File: src/rtl/rr_arb2_pkg.sv
// ---------------------------------------------------------------------------
// rr_arb2_pkg
// Shared definitions for the two-input burst-limited arbiter stage.
//   out_state_e    : output register occupancy (EMPTY = 0, FULL = 1)
//   CNT_W          : width of the consecutive-A-grant counter
//   burst_cnt_next : next value of that counter for one cycle's transfers
// ---------------------------------------------------------------------------
package rr_arb2_pkg;

    // Width of the burst counter. It is wide enough for MAX_BURST up to 15.
    localparam int CNT_W = 4;

    // Output register occupancy. The encoding doubles as y_valid.
    typedef enum logic {
        ST_EMPTY = 1'b0,
        ST_FULL  = 1'b1
    } out_state_e;

    // The counter tracks how many A words have gone through while B was
    // waiting. Any B transfer, or an A transfer with nobody waiting on B,
    // restarts the count. It saturates at the limit so that B keeps
    // priority until B is actually served.
    function automatic logic [CNT_W-1:0] burst_cnt_next(
        input logic [CNT_W-1:0] cnt,
        input logic [CNT_W-1:0] limit,
        input logic             a_xfer,
        input logic             b_xfer,
        input logic             b_waiting
    );
        if (b_xfer) begin
            return '0;
        end
        if (a_xfer) begin
            if (!b_waiting) begin
                return '0;
            end
            if (cnt >= limit) begin
                return limit;
            end
            return cnt + 1'b1;
        end
        return cnt;
    endfunction

endpackage

File: src/rtl/rr_arb2_stage_if.sv
// ---------------------------------------------------------------------------
// rr_arb2_stage_if
// Handshake bundle for rr_arb2_stage: two valid/ready input channels (A, B)
// and one registered valid/ready output channel (y) plus its source flag.
//   a_data/a_valid/a_ready : channel A
//   b_data/b_valid/b_ready : channel B
//   y_data/y_valid/y_ready : merged output
//   sel                    : source of y_data (0 = A, 1 = B)
// Modports:
//   master : the side that sources A/B and consumes y
//   slave  : the arbiter stage itself
// ---------------------------------------------------------------------------
interface rr_arb2_stage_if #(
    parameter int WIDTH = 8
);

    logic [WIDTH-1:0] a_data;
    logic             a_valid;
    logic             a_ready;
    logic [WIDTH-1:0] b_data;
    logic             b_valid;
    logic             b_ready;
    logic [WIDTH-1:0] y_data;
    logic             y_valid;
    logic             y_ready;
    logic             sel;

    modport master (
        output a_data, a_valid, b_data, b_valid, y_ready,
        input  a_ready, b_ready, y_data, y_valid, sel
    );

    modport slave (
        input  a_data, a_valid, b_data, b_valid, y_ready,
        output a_ready, b_ready, y_data, y_valid, sel
    );

endinterface

File: src/rtl/mux_2to1.sv
// ---------------------------------------------------------------------------
// mux_2to1
// Single-bit 2:1 multiplexer.
//   a : selected when s = 0
//   b : selected when s = 1
//   s : select
//   y : output
// ---------------------------------------------------------------------------
module mux_2to1 (
    input  logic a,
    input  logic b,
    input  logic s,
    output logic y
);

    assign y = s ? b : a;

endmodule

File: src/rtl/rr_arb2_stage.sv
// ---------------------------------------------------------------------------
// rr_arb2_stage
// Merges two valid/ready channels into one registered output. A has priority,
// but after MAX_BURST consecutive A grants while B is waiting, B gets the next
// grant. The output register gives one cycle of latency and still sustains one
// word per cycle, because it reloads on the same edge the old word is consumed.
//   Parameters : WIDTH     - payload width
//                MAX_BURST - A grants in a row allowed while B waits (1..15)
//   clk        : rising-edge clock
//   rst        : asynchronous, active-high reset
//   bus        : rr_arb2_stage_if.slave (A, B inputs; y output; sel)
// ---------------------------------------------------------------------------
module rr_arb2_stage
    import rr_arb2_pkg::*;
#(
    parameter int WIDTH     = 8,
    parameter int MAX_BURST = 4
) (
    input  logic            clk,
    input  logic            rst,
    rr_arb2_stage_if.slave  bus
);

    localparam logic [CNT_W-1:0] BURST_LIMIT = CNT_W'(MAX_BURST);

    out_state_e       state_q, state_d;
    logic [WIDTH-1:0] y_data_q, y_data_d;
    logic             sel_q, sel_d;
    logic [CNT_W-1:0] cnt_q, cnt_d;

    logic             load;
    logic             grant_a;
    logic             grant_b;
    logic             a_xfer;
    logic             b_xfer;
    logic             xfer;
    logic [WIDTH-1:0] mux_data;

    // Grant is purely combinational from the valids and the burst count.
    // A wins contention unless it has already used up its burst allowance.
    always_comb begin
        grant_a = 1'b0;
        grant_b = 1'b0;
        if (bus.a_valid && bus.b_valid) begin
            if (cnt_q == BURST_LIMIT) begin
                grant_b = 1'b1;
            end else begin
                grant_a = 1'b1;
            end
        end else if (bus.a_valid) begin
            grant_a = 1'b1;
        end else if (bus.b_valid) begin
            grant_b = 1'b1;
        end
    end

    // The register can take a new word when it is empty or its word is being
    // consumed. Reset gates this directly so the readies drop the moment rst
    // rises, not at the next edge, and no transfer is seen while rst is high.
    assign load   = !rst && ((state_q == ST_EMPTY) || bus.y_ready);
    assign a_xfer = load && grant_a;
    assign b_xfer = load && grant_b;
    assign xfer   = a_xfer || b_xfer;

    assign bus.a_ready = a_xfer;
    assign bus.b_ready = b_xfer;

    // Payload select, one 2:1 mux per bit, steered by the B grant.
    for (genvar i = 0; i < WIDTH; i++) begin : g_data_mux
        mux_2to1 u_mux (
            .a (bus.a_data[i]),
            .b (bus.b_data[i]),
            .s (grant_b),
            .y (mux_data[i])
        );
    end

    // Output register occupancy. A transfer always leaves the register full,
    // which covers both filling from empty and same-edge replacement when
    // full. Without a transfer, a consumed word empties the register.
    always_comb begin
        state_d = state_q;
        case (state_q)
            ST_EMPTY: begin
                if (xfer) begin
                    state_d = ST_FULL;
                end
            end
            ST_FULL: begin
                if (xfer) begin
                    state_d = ST_FULL;
                end else if (bus.y_ready) begin
                    state_d = ST_EMPTY;
                end
            end
            default: state_d = ST_EMPTY;
        endcase
    end

    // Payload and source flag only change on a transfer, so a stalled word
    // stays put. y_ready reaches them only through the load qualifier and
    // never as data.
    always_comb begin
        y_data_d = y_data_q;
        sel_d    = sel_q;
        if (xfer) begin
            y_data_d = mux_data;
            sel_d    = grant_b;
        end
    end

    // Burst counter next value.
    always_comb begin
        cnt_d = burst_cnt_next(cnt_q, BURST_LIMIT, a_xfer, b_xfer, bus.b_valid);
    end

    // State register for the output slot and the burst counter.
    always_ff @(posedge clk or posedge rst) begin
        if (rst) begin
            state_q  <= ST_EMPTY;
            y_data_q <= '0;
            sel_q    <= 1'b0;
            cnt_q    <= '0;
        end else begin
            state_q  <= state_d;
            y_data_q <= y_data_d;
            sel_q    <= sel_d;
            cnt_q    <= cnt_d;
        end
    end

    assign bus.y_valid = (state_q == ST_FULL);
    assign bus.y_data  = y_data_q;
    assign bus.sel     = sel_q;

endmodule

File: src/flat_wrapper.sv
// flat-port wrapper written by rule: the top's interface ports become plain ports
module rr_arb2_stage_flat import rr_arb2_pkg::*;
#(
    parameter int WIDTH     = 8,
    parameter int MAX_BURST = 4
)
  (clk, rst, bus_a_data, bus_a_valid, bus_b_data, bus_b_valid, bus_y_ready, bus_a_ready, bus_b_ready, bus_y_data, bus_y_valid, bus_sel);
  rr_arb2_stage_if #(.WIDTH(WIDTH)) bus_i ();
  input  logic clk;
  input  logic rst;
  input wire logic [$bits(bus_i.a_data)-1:0] bus_a_data;
  input wire logic [$bits(bus_i.a_valid)-1:0] bus_a_valid;
  input wire logic [$bits(bus_i.b_data)-1:0] bus_b_data;
  input wire logic [$bits(bus_i.b_valid)-1:0] bus_b_valid;
  input wire logic [$bits(bus_i.y_ready)-1:0] bus_y_ready;
  output wire logic [$bits(bus_i.a_ready)-1:0] bus_a_ready;
  output wire logic [$bits(bus_i.b_ready)-1:0] bus_b_ready;
  output wire logic [$bits(bus_i.y_data)-1:0] bus_y_data;
  output wire logic [$bits(bus_i.y_valid)-1:0] bus_y_valid;
  output wire logic [$bits(bus_i.sel)-1:0] bus_sel;
  assign bus_i.a_data = bus_a_data;
  assign bus_i.a_valid = bus_a_valid;
  assign bus_i.b_data = bus_b_data;
  assign bus_i.b_valid = bus_b_valid;
  assign bus_i.y_ready = bus_y_ready;
  assign bus_a_ready = bus_i.a_ready;
  assign bus_b_ready = bus_i.b_ready;
  assign bus_y_data = bus_i.y_data;
  assign bus_y_valid = bus_i.y_valid;
  assign bus_sel = bus_i.sel;
  rr_arb2_stage #(.WIDTH(WIDTH), .MAX_BURST(MAX_BURST)) u_core (.clk(clk), .rst(rst), .bus(bus_i));
endmodule
File: config.mk
export PLATFORM = sky130hd
export DESIGN_NAME = rr_arb2_stage_flat
export DESIGN_NICKNAME = d
export VERILOG_FILES = /design/src/rtl/rr_arb2_pkg.sv /design/src/rtl/rr_arb2_stage_if.sv /design/src/rtl/mux_2to1.sv /design/src/rtl/rr_arb2_stage.sv /design/src/flat_wrapper.sv
export SDC_FILE = /design/constraint.sdc
export NUM_CORES = 1
export LEC_CHECK = 0
export CAP_MARGIN = 20
export CELL_PAD_IN_SITES_DETAIL_PLACEMENT = 0
export CELL_PAD_IN_SITES_GLOBAL_PLACEMENT = 1
export CORE_MARGIN = 2
export CORE_UTILIZATION = 30
export CTS_BUF_LIST = sky130_fd_sc_hd__clkbuf_8
export CTS_CLUSTER_DIAMETER = 100
export DETAILED_ROUTE_END_ITERATION = 12
export PLACE_DENSITY_LB_ADDON = 0.1
export SLEW_MARGIN = 10
export SYNTH_ARGS = -nofsm -noshare
export SYNTH_HDL_FRONTEND = slang
export SYNTH_HIERARCHICAL = 1
export SYNTH_SLANG_ARGS = --single-unit
File: constraint.sdc
create_clock -name clk -period 6.2 [get_ports clk]
set_clock_uncertainty 0.15 [all_clocks]
set_input_delay 1.24 -clock clk [delete_from_list [all_inputs] [get_ports clk]]
set_output_delay 1.24 -clock clk [all_outputs]
set_load 0.005 [all_outputs]
==> results of run 1 <==
[layer usage]
metal	routed length (microns)	vias up
li1	-	291
met3	77	2
met4	16	0
met1	724	274
met2	768	15
met5	0	-
[cells by family (layout without fill, tap and decap cells)]
| group | count (synthesis) | count (layout) | synth area share, % |
|---|---|---|---|
| buffers and inverters | 6 | 43 | 3.76 |
| AO/OA/AOI/OAI | 7 | 7 | 6.11 |
| adder cells (fa/ha/maj) | 2 | 2 | 3.13 |
| flip-flops | 14 | 14 | 43.9 |
| AND/OR/NAND/NOR | 16 | 16 | 12.2 |
| multiplexers | 17 | 17 | 30.9 |
[registers in the layout, indices dropped and copies added (netlist names)]
register,cells
u_core/bus.y_data,8
u_core/cnt_q,4
u_core/bus.sel,1
u_core/bus.y_valid,1
[Yosys cell counts, drive strengths merged]
| master | n |
|---|---|
| mux2i | 1 |
| nand3b | 1 |
| and2 | 2 |
| a21oi | 2 |
| mux2 | 16 |
| nor2 | 3 |
| nor3b | 1 |
| buf | 1 |
| inv | 5 |
| o32ai | 1 |
| or3 | 1 |
| nand4 | 1 |
| dfrtp | 14 |
| nor2b | 1 |
| nand2b | 1 |
| nor3 | 1 |
| nand2 | 3 |
| nand3 | 1 |
| o22ai | 1 |
| a21boi | 1 |
| o31ai | 1 |
| a22o | 1 |
| ha | 2 |
[area by class of cell]
cell class / count / area, sq um
inverter: 5 / 18.8
fill: 219 / 1280
timing repair buffer: 34 / 339
tap: 30 / 37.5
clock buffer: 4 / 55.1
sequential: 14 / 350
multi-input combinational: 42 / 418
[worst max-delay path by stage]
stage / from / to / slack (ns) / cells after the start
after global placement: rst / bus_a_ready / 1.77 / 5
after floorplan: bus_b_valid / bus_b_ready / 2.59 / 2
after global routing: rst / bus_a_ready / 1.57 / 5
after detailed placement: rst / bus_a_ready / 1.71 / 5
after CTS: rst / bus_a_ready / 1.71 / 5
final: rst / bus_a_ready / 1.76 / 5
[where the power goes]
part,switching (W),internal (W)
logic,0.0000280,0.0000663
registers,0.00000966,0.000108
clock network,0.0000297,0.0000561
[per-stage QoR]
step                std cells  hold WS, ns  cell area [sq um]  utilization (%)  power [W]
floorplan                  62        0.340                798                -   0.000163
global placement          124        0.355               1150             46.1   0.000213
detailed placement        124        0.346               1150             46.1   0.000213
CTS                       128        0.369               1210             48.3   0.000302
global route              129        0.384               1220             48.7   0.000318
finish                    129        0.356               1220             48.7   0.000298
[worst register-to-register path, cell delays in order (launching register included)]
cell	delay (ns)
dfrtp_1	0.38
inv_1	0.10
ha_1	0.18
nand3b_1	0.10
a21boi_1	0.16
buf_4	0.23
mux2_4	0.32
mux2_4	0.25
[placed cells by master, fill, tap and decap left out, types with 2 or more instances in the layout]
master	netlist	final
clkdlybuf4s50_1	0	32
mux2_4	15	15
dfrtp_1	14	14
inv_1	5	5
clkbuf_8	0	4
nor2_1	3	3
nand2_1	3	3
a21oi_1	2	2
and2_1	2	2
ha_1	2	2
==> impl_metrics.env, run 1 <==
export IMPL_status="finished clean"
export IMPL_hold_path_startpoint="u_core/bus.sel"
export IMPL_path_class="primary input to primary output"
export IMPL_drc=0
export IMPL_hp_class="register to register"
export IMPL_drv_cap=0
export IMPL_setup_viol=0
export IMPL_cts_path_max_buffers=2
export IMPL_reg2reg_slack_ns=4.22
export IMPL_yosysWarnings=6
export IMPL_synth_seq_cells=14
export IMPL_cts_tree="yes"
export IMPL_pin_count=33
export IMPL_drive_gt1_share_pct=24.2
export IMPL_slowest_stage="clkdlybuf4s50_1"
export IMPL_grt_pass1_vias=614
export IMPL_min_to="u_core/bus.sel"
export IMPL_holdBufCountCts=0
export IMPL_max_slew_worst_pin_slew_ns=0.592
export IMPL_drt_iter0_markers=2
export IMPL_drv_slew=0
export IMPL_end_kind="primary output"
export IMPL_synth_top_area_share_pct=43.9
export IMPL_path_max_fanout=17
export IMPL_reg2reg_depth=7
export IMPL_avgViaCountPerCell=4.51
export IMPL_insertion_delay_ns=0.24
export IMPL_timing_fmax_mhz=225
export IMPL_synth_seq_area_share_pct=43.9
export IMPL_worstHoldPathCells=1
export IMPL_synth_net_count=85
export IMPL_cts_root_buf="clkbuf_8"
export IMPL_synthTopCellsByArea="dfrtp_1, mux2_4, ha_1, inv_1, nor2b_4"
export IMPL_setup_tns_ns=0
export IMPL_grt_busiest_layer="met2"
export IMPL_start_util_pct=31.9
export IMPL_drtPass1Iterations=3
export IMPL_ir_drop_v=0.000110
export IMPL_cts_setup_buffers=0
export IMPL_fin_crit_sh_pct=71.7
export IMPL_worst_r2r_endpoint="u_core/bus.y_data[3]"
export IMPL_cp_cell_sequence="clkdlybuf4s50_1 > inv_1 > nand3_1 > a21oi_1 > clkdlybuf4s50_1"
export IMPL_synth_area_leader_cell="dfrtp_1"
export IMPL_overflow=0
export IMPL_required_ns=4.81
export IMPL_area_growth_pct=52.7
export IMPL_wl_per_cell_microns=12.3
export IMPL_die_w_microns=55.6
export IMPL_syn_cell_area_sq_um=798
export IMPL_antenna_left=0
export IMPL_cp_top_family="buffers and inverters"
export IMPL_p_per_area_nw_per_um2=244
export IMPL_die_area_sq_um=3090
export IMPL_place_worst_setup_slack_ns=1.71
export IMPL_grt_use_met2_pct=19.0
export IMPL_row_count=18
export IMPL_cts_max_level=1
export IMPL_dpl_hpwl_mm=1.21
export IMPL_ys_types=24
export IMPL_min_period_ns=4.44
export IMPL_die_y_microns=55.6
export IMPL_num_antenna_cells=0
export IMPL_layout_nets=123
export IMPL_arrival_ns=3.05
export IMPL_path_buf_inv=3
export IMPL_netlist_instances=62
export IMPL_hold_violations=0
export IMPL_antenna_found_initial=0
export IMPL_grt_use_total_pct=11.6
export IMPL_rsz0062_at_grt="no"
export IMPL_start_kind="primary input"
export IMPL_grt_pass1_wl_mm=2.76
export IMPL_relSlewSlack_pct=60.5
export IMPL_cts_resized_gates=0
export IMPL_vias=582
export IMPL_cp_common_cell="clkdlybuf4s50_1"
export IMPL_core_area_sq_um=2500
export IMPL_cts_made_buffers=3
export IMPL_gr_usage_met1_pct=14.3
export IMPL_leakagePower_nw=0.546
export IMPL_cts_clk_slew_worst_paths_ns=0.05
export IMPL_rr_startpoint="u_core/cnt_q[0]"
export IMPL_grt_use_met3_pct=2.33
export IMPL_place_gp_congestion=0.671
export IMPL_post_route_worst_setup_slack_ns=1.76
export IMPL_io_buffer_count=32
export IMPL_max_stage_delay_ns=0.51
export IMPL_synth_avg_cell_area_sq_um=12.9
export IMPL_drt_wl_total_mm=1.59
export IMPL_cts_sinks=14
export IMPL_grt_max_degree=18
No activity file was read; power rests on OpenSTA's default activity.
==> run 2: changes to the inputs <==
clock period = 3.7 ns   (was 6.2 ns; I/O delays follow)
==> run 2 against run 1 <==
Net effect: final area rose by 0.31%; critical path type unchanged; via count up 4.6%; non-clock buffer count increased by 1; setup slack got worse by 1.2 ns; clock-buffer cell count stayed put; hold slack lost 0.0053 ns; flip-flop and latch count stayed put; combinational power up 69%; global-route usage shrank 0.13 points; largest power group unchanged.
==> impl_metrics.env, run 2 (synthesized netlist as in run 1, its figures left out) <==
export IMPL_status="finished clean"
export IMPL_holdBufCountCts=0
export IMPL_cts_path_max_buffers=2
export IMPL_area_growth_pct=53.1
export IMPL_vias=609
export IMPL_layout_nets=124
export IMPL_grt_pass1_wl_mm=2.83
export IMPL_pin_count=33
export IMPL_core_area_sq_um=2500
export IMPL_drtPass1Iterations=4
export IMPL_min_period_ns=3.10
export IMPL_num_antenna_cells=0
export IMPL_final_cell_mix="clkdlybuf4s50_1, mux2_4, dfrtp_1, inv_1, clkbuf_8"
export IMPL_layout_commonest_cell="clkdlybuf4s50_1"
export IMPL_cts_sinks=14
export IMPL_setup_viol=0
export IMPL_leakagePower_nw=0.549
export IMPL_drive_gt1_share_pct=25.0
export IMPL_dpl_hpwl_mm=1.26
export IMPL_grt_pass1_vias=626
export IMPL_multiInputGateArea_sq_um=418
export IMPL_drt_wl_total_mm=1.59
export IMPL_end_kind="primary output"
export IMPL_grt_use_met3_pct=3.49
export IMPL_filler_cell_count=242
export IMPL_cts_setup_buffers=0
export IMPL_wl_per_cell_microns=12.2
export IMPL_p_per_area_nw_per_um2=411
export IMPL_path_max_fanout=4
export IMPL_io_buffer_count=32
export IMPL_die_area_sq_um=3090
export IMPL_hold_path_startpoint="u_core/bus.sel"
export IMPL_max_stage_delay_ns=0.52
export IMPL_avgViaCountPerCell=4.68
export IMPL_drv_slew=0
export IMPL_cp_cell_sequence="clkdlybuf4s50_1 > nand2b_1 > nand3_1 > a21oi_1 > clkdlybuf4s50_1"
export IMPL_rr_startpoint="u_core/cnt_q[0]"
export IMPL_place_gp_congestion=0.756
export IMPL_die_w_microns=55.6
export IMPL_setup_tns_ns=0
export IMPL_antenna_found_initial=0
export IMPL_fin_crit_sh_pct=83.7
export IMPL_timing_fmax_mhz=323
export IMPL_insertion_delay_ns=0.24
export IMPL_overflow=0
export IMPL_final_seq_area_sq_um=350
export IMPL_slowest_stage="clkdlybuf4s50_1"
export IMPL_crit_start="bus_y_ready"
export IMPL_hold_violations=0
export IMPL_cp_top_family="buffers and inverters"
export IMPL_grt_busiest_layer="met2"
export IMPL_cts_max_level=1
export IMPL_largest_register_ffs=8
export IMPL_die_y_microns=55.6
export IMPL_ir_drop_v=0.000257
export IMPL_cts_made_buffers=3
export IMPL_cts_resized_gates=0
export IMPL_cp_common_cell="clkdlybuf4s50_1"
export IMPL_antenna_left=0
export IMPL_required_ns=2.81
export IMPL_grt_max_degree=17
export IMPL_whs_ns=0.350
export IMPL_max_slew_worst_pin_slew_ns=0.483
export IMPL_drc=0
export IMPL_cts_clk_slew_worst_paths_ns=0.06
export IMPL_rsz0062_at_grt="no"
export IMPL_arrival_ns=2.21
export IMPL_hp_class="register to register"
export IMPL_start_util_pct=31.9
export IMPL_grt_use_met2_pct=18.7
export IMPL_relSlewSlack_pct=67.6
export IMPL_path_buf_inv=2
export IMPL_gr_usage_met1_pct=14.3
export IMPL_start_kind="primary input"
export IMPL_drt_iter0_markers=3
export IMPL_grt_use_total_pct=11.5
export IMPL_cts_tree="yes"
export IMPL_path_class="primary input to primary output"
export IMPL_cts_root_buf="clkbuf_8"
export IMPL_drv_cap=0
export IMPL_row_count=18
==> run 2: cell count changes in the layout (fill, tap and decap cells not counted), sizes merged <==
| cell | before | now |
|---|---|---|
| buf | 2 | 3 |
==> run 2: worst paths after layout <==
kind                                             end  slack (ns)  cells after the start
worst min register to register        u_core/bus.sel        0.35                      1
worst min-delay path                  u_core/bus.sel        0.35                      1
min in group asynchronous       u_core/bus.y_data[5]        0.79                      3
worst max register to register  u_core/bus.y_data[4]        1.66                      7
worst max-delay path                     bus_a_ready        0.60                      5
max in group asynchronous       u_core/bus.y_data[1]        2.43                      3
==> run 2: layer usage <==
metal	wire [microns]	part of all wire, %
met5	0	0
met4	16	1.0
met1	724	46
met2	765	48
met3	85	5.3
==> run 2: area by class of cell <==
cell class / instances / area share (%)
Tap cell: 30 / 3.07
Clock buffer: 4 / 4.50
Sequential cell: 14 / 28.7
Inverter: 5 / 1.54
Timing Repair Buffer: 35 / 28.0
Multi-Input combinational cell: 42 / 34.2
==> run 2: report_power, final <==
group / internal (W) / leakage [nW] / total [W] / switching (W)
clock: 0.0000941 / 0.0288 / 0.000147 / 0.0000529
combinational: 0.000112 / 0.348 / 0.000159 / 0.0000477
sequential: 0.000181 / 0.173 / 0.000197 / 0.0000161
==> run 2: stage by stage <==
step / cell area (sq um) / total power (W) / utilization (%) / cells / setup WS (ns)
floorplan: 798 / 0.000274 / - / 62 / 1.09
global placement: 1170 / 0.000359 / 46.7 / 126 / 0.624
detailed placement: 1170 / 0.000360 / 46.7 / 126 / 0.593
CTS: 1220 / 0.000512 / 48.9 / 130 / 0.589
global route: 1220 / 0.000536 / 48.9 / 130 / 0.502
finish: 1220 / 0.000503 / 48.9 / 130 / 0.603
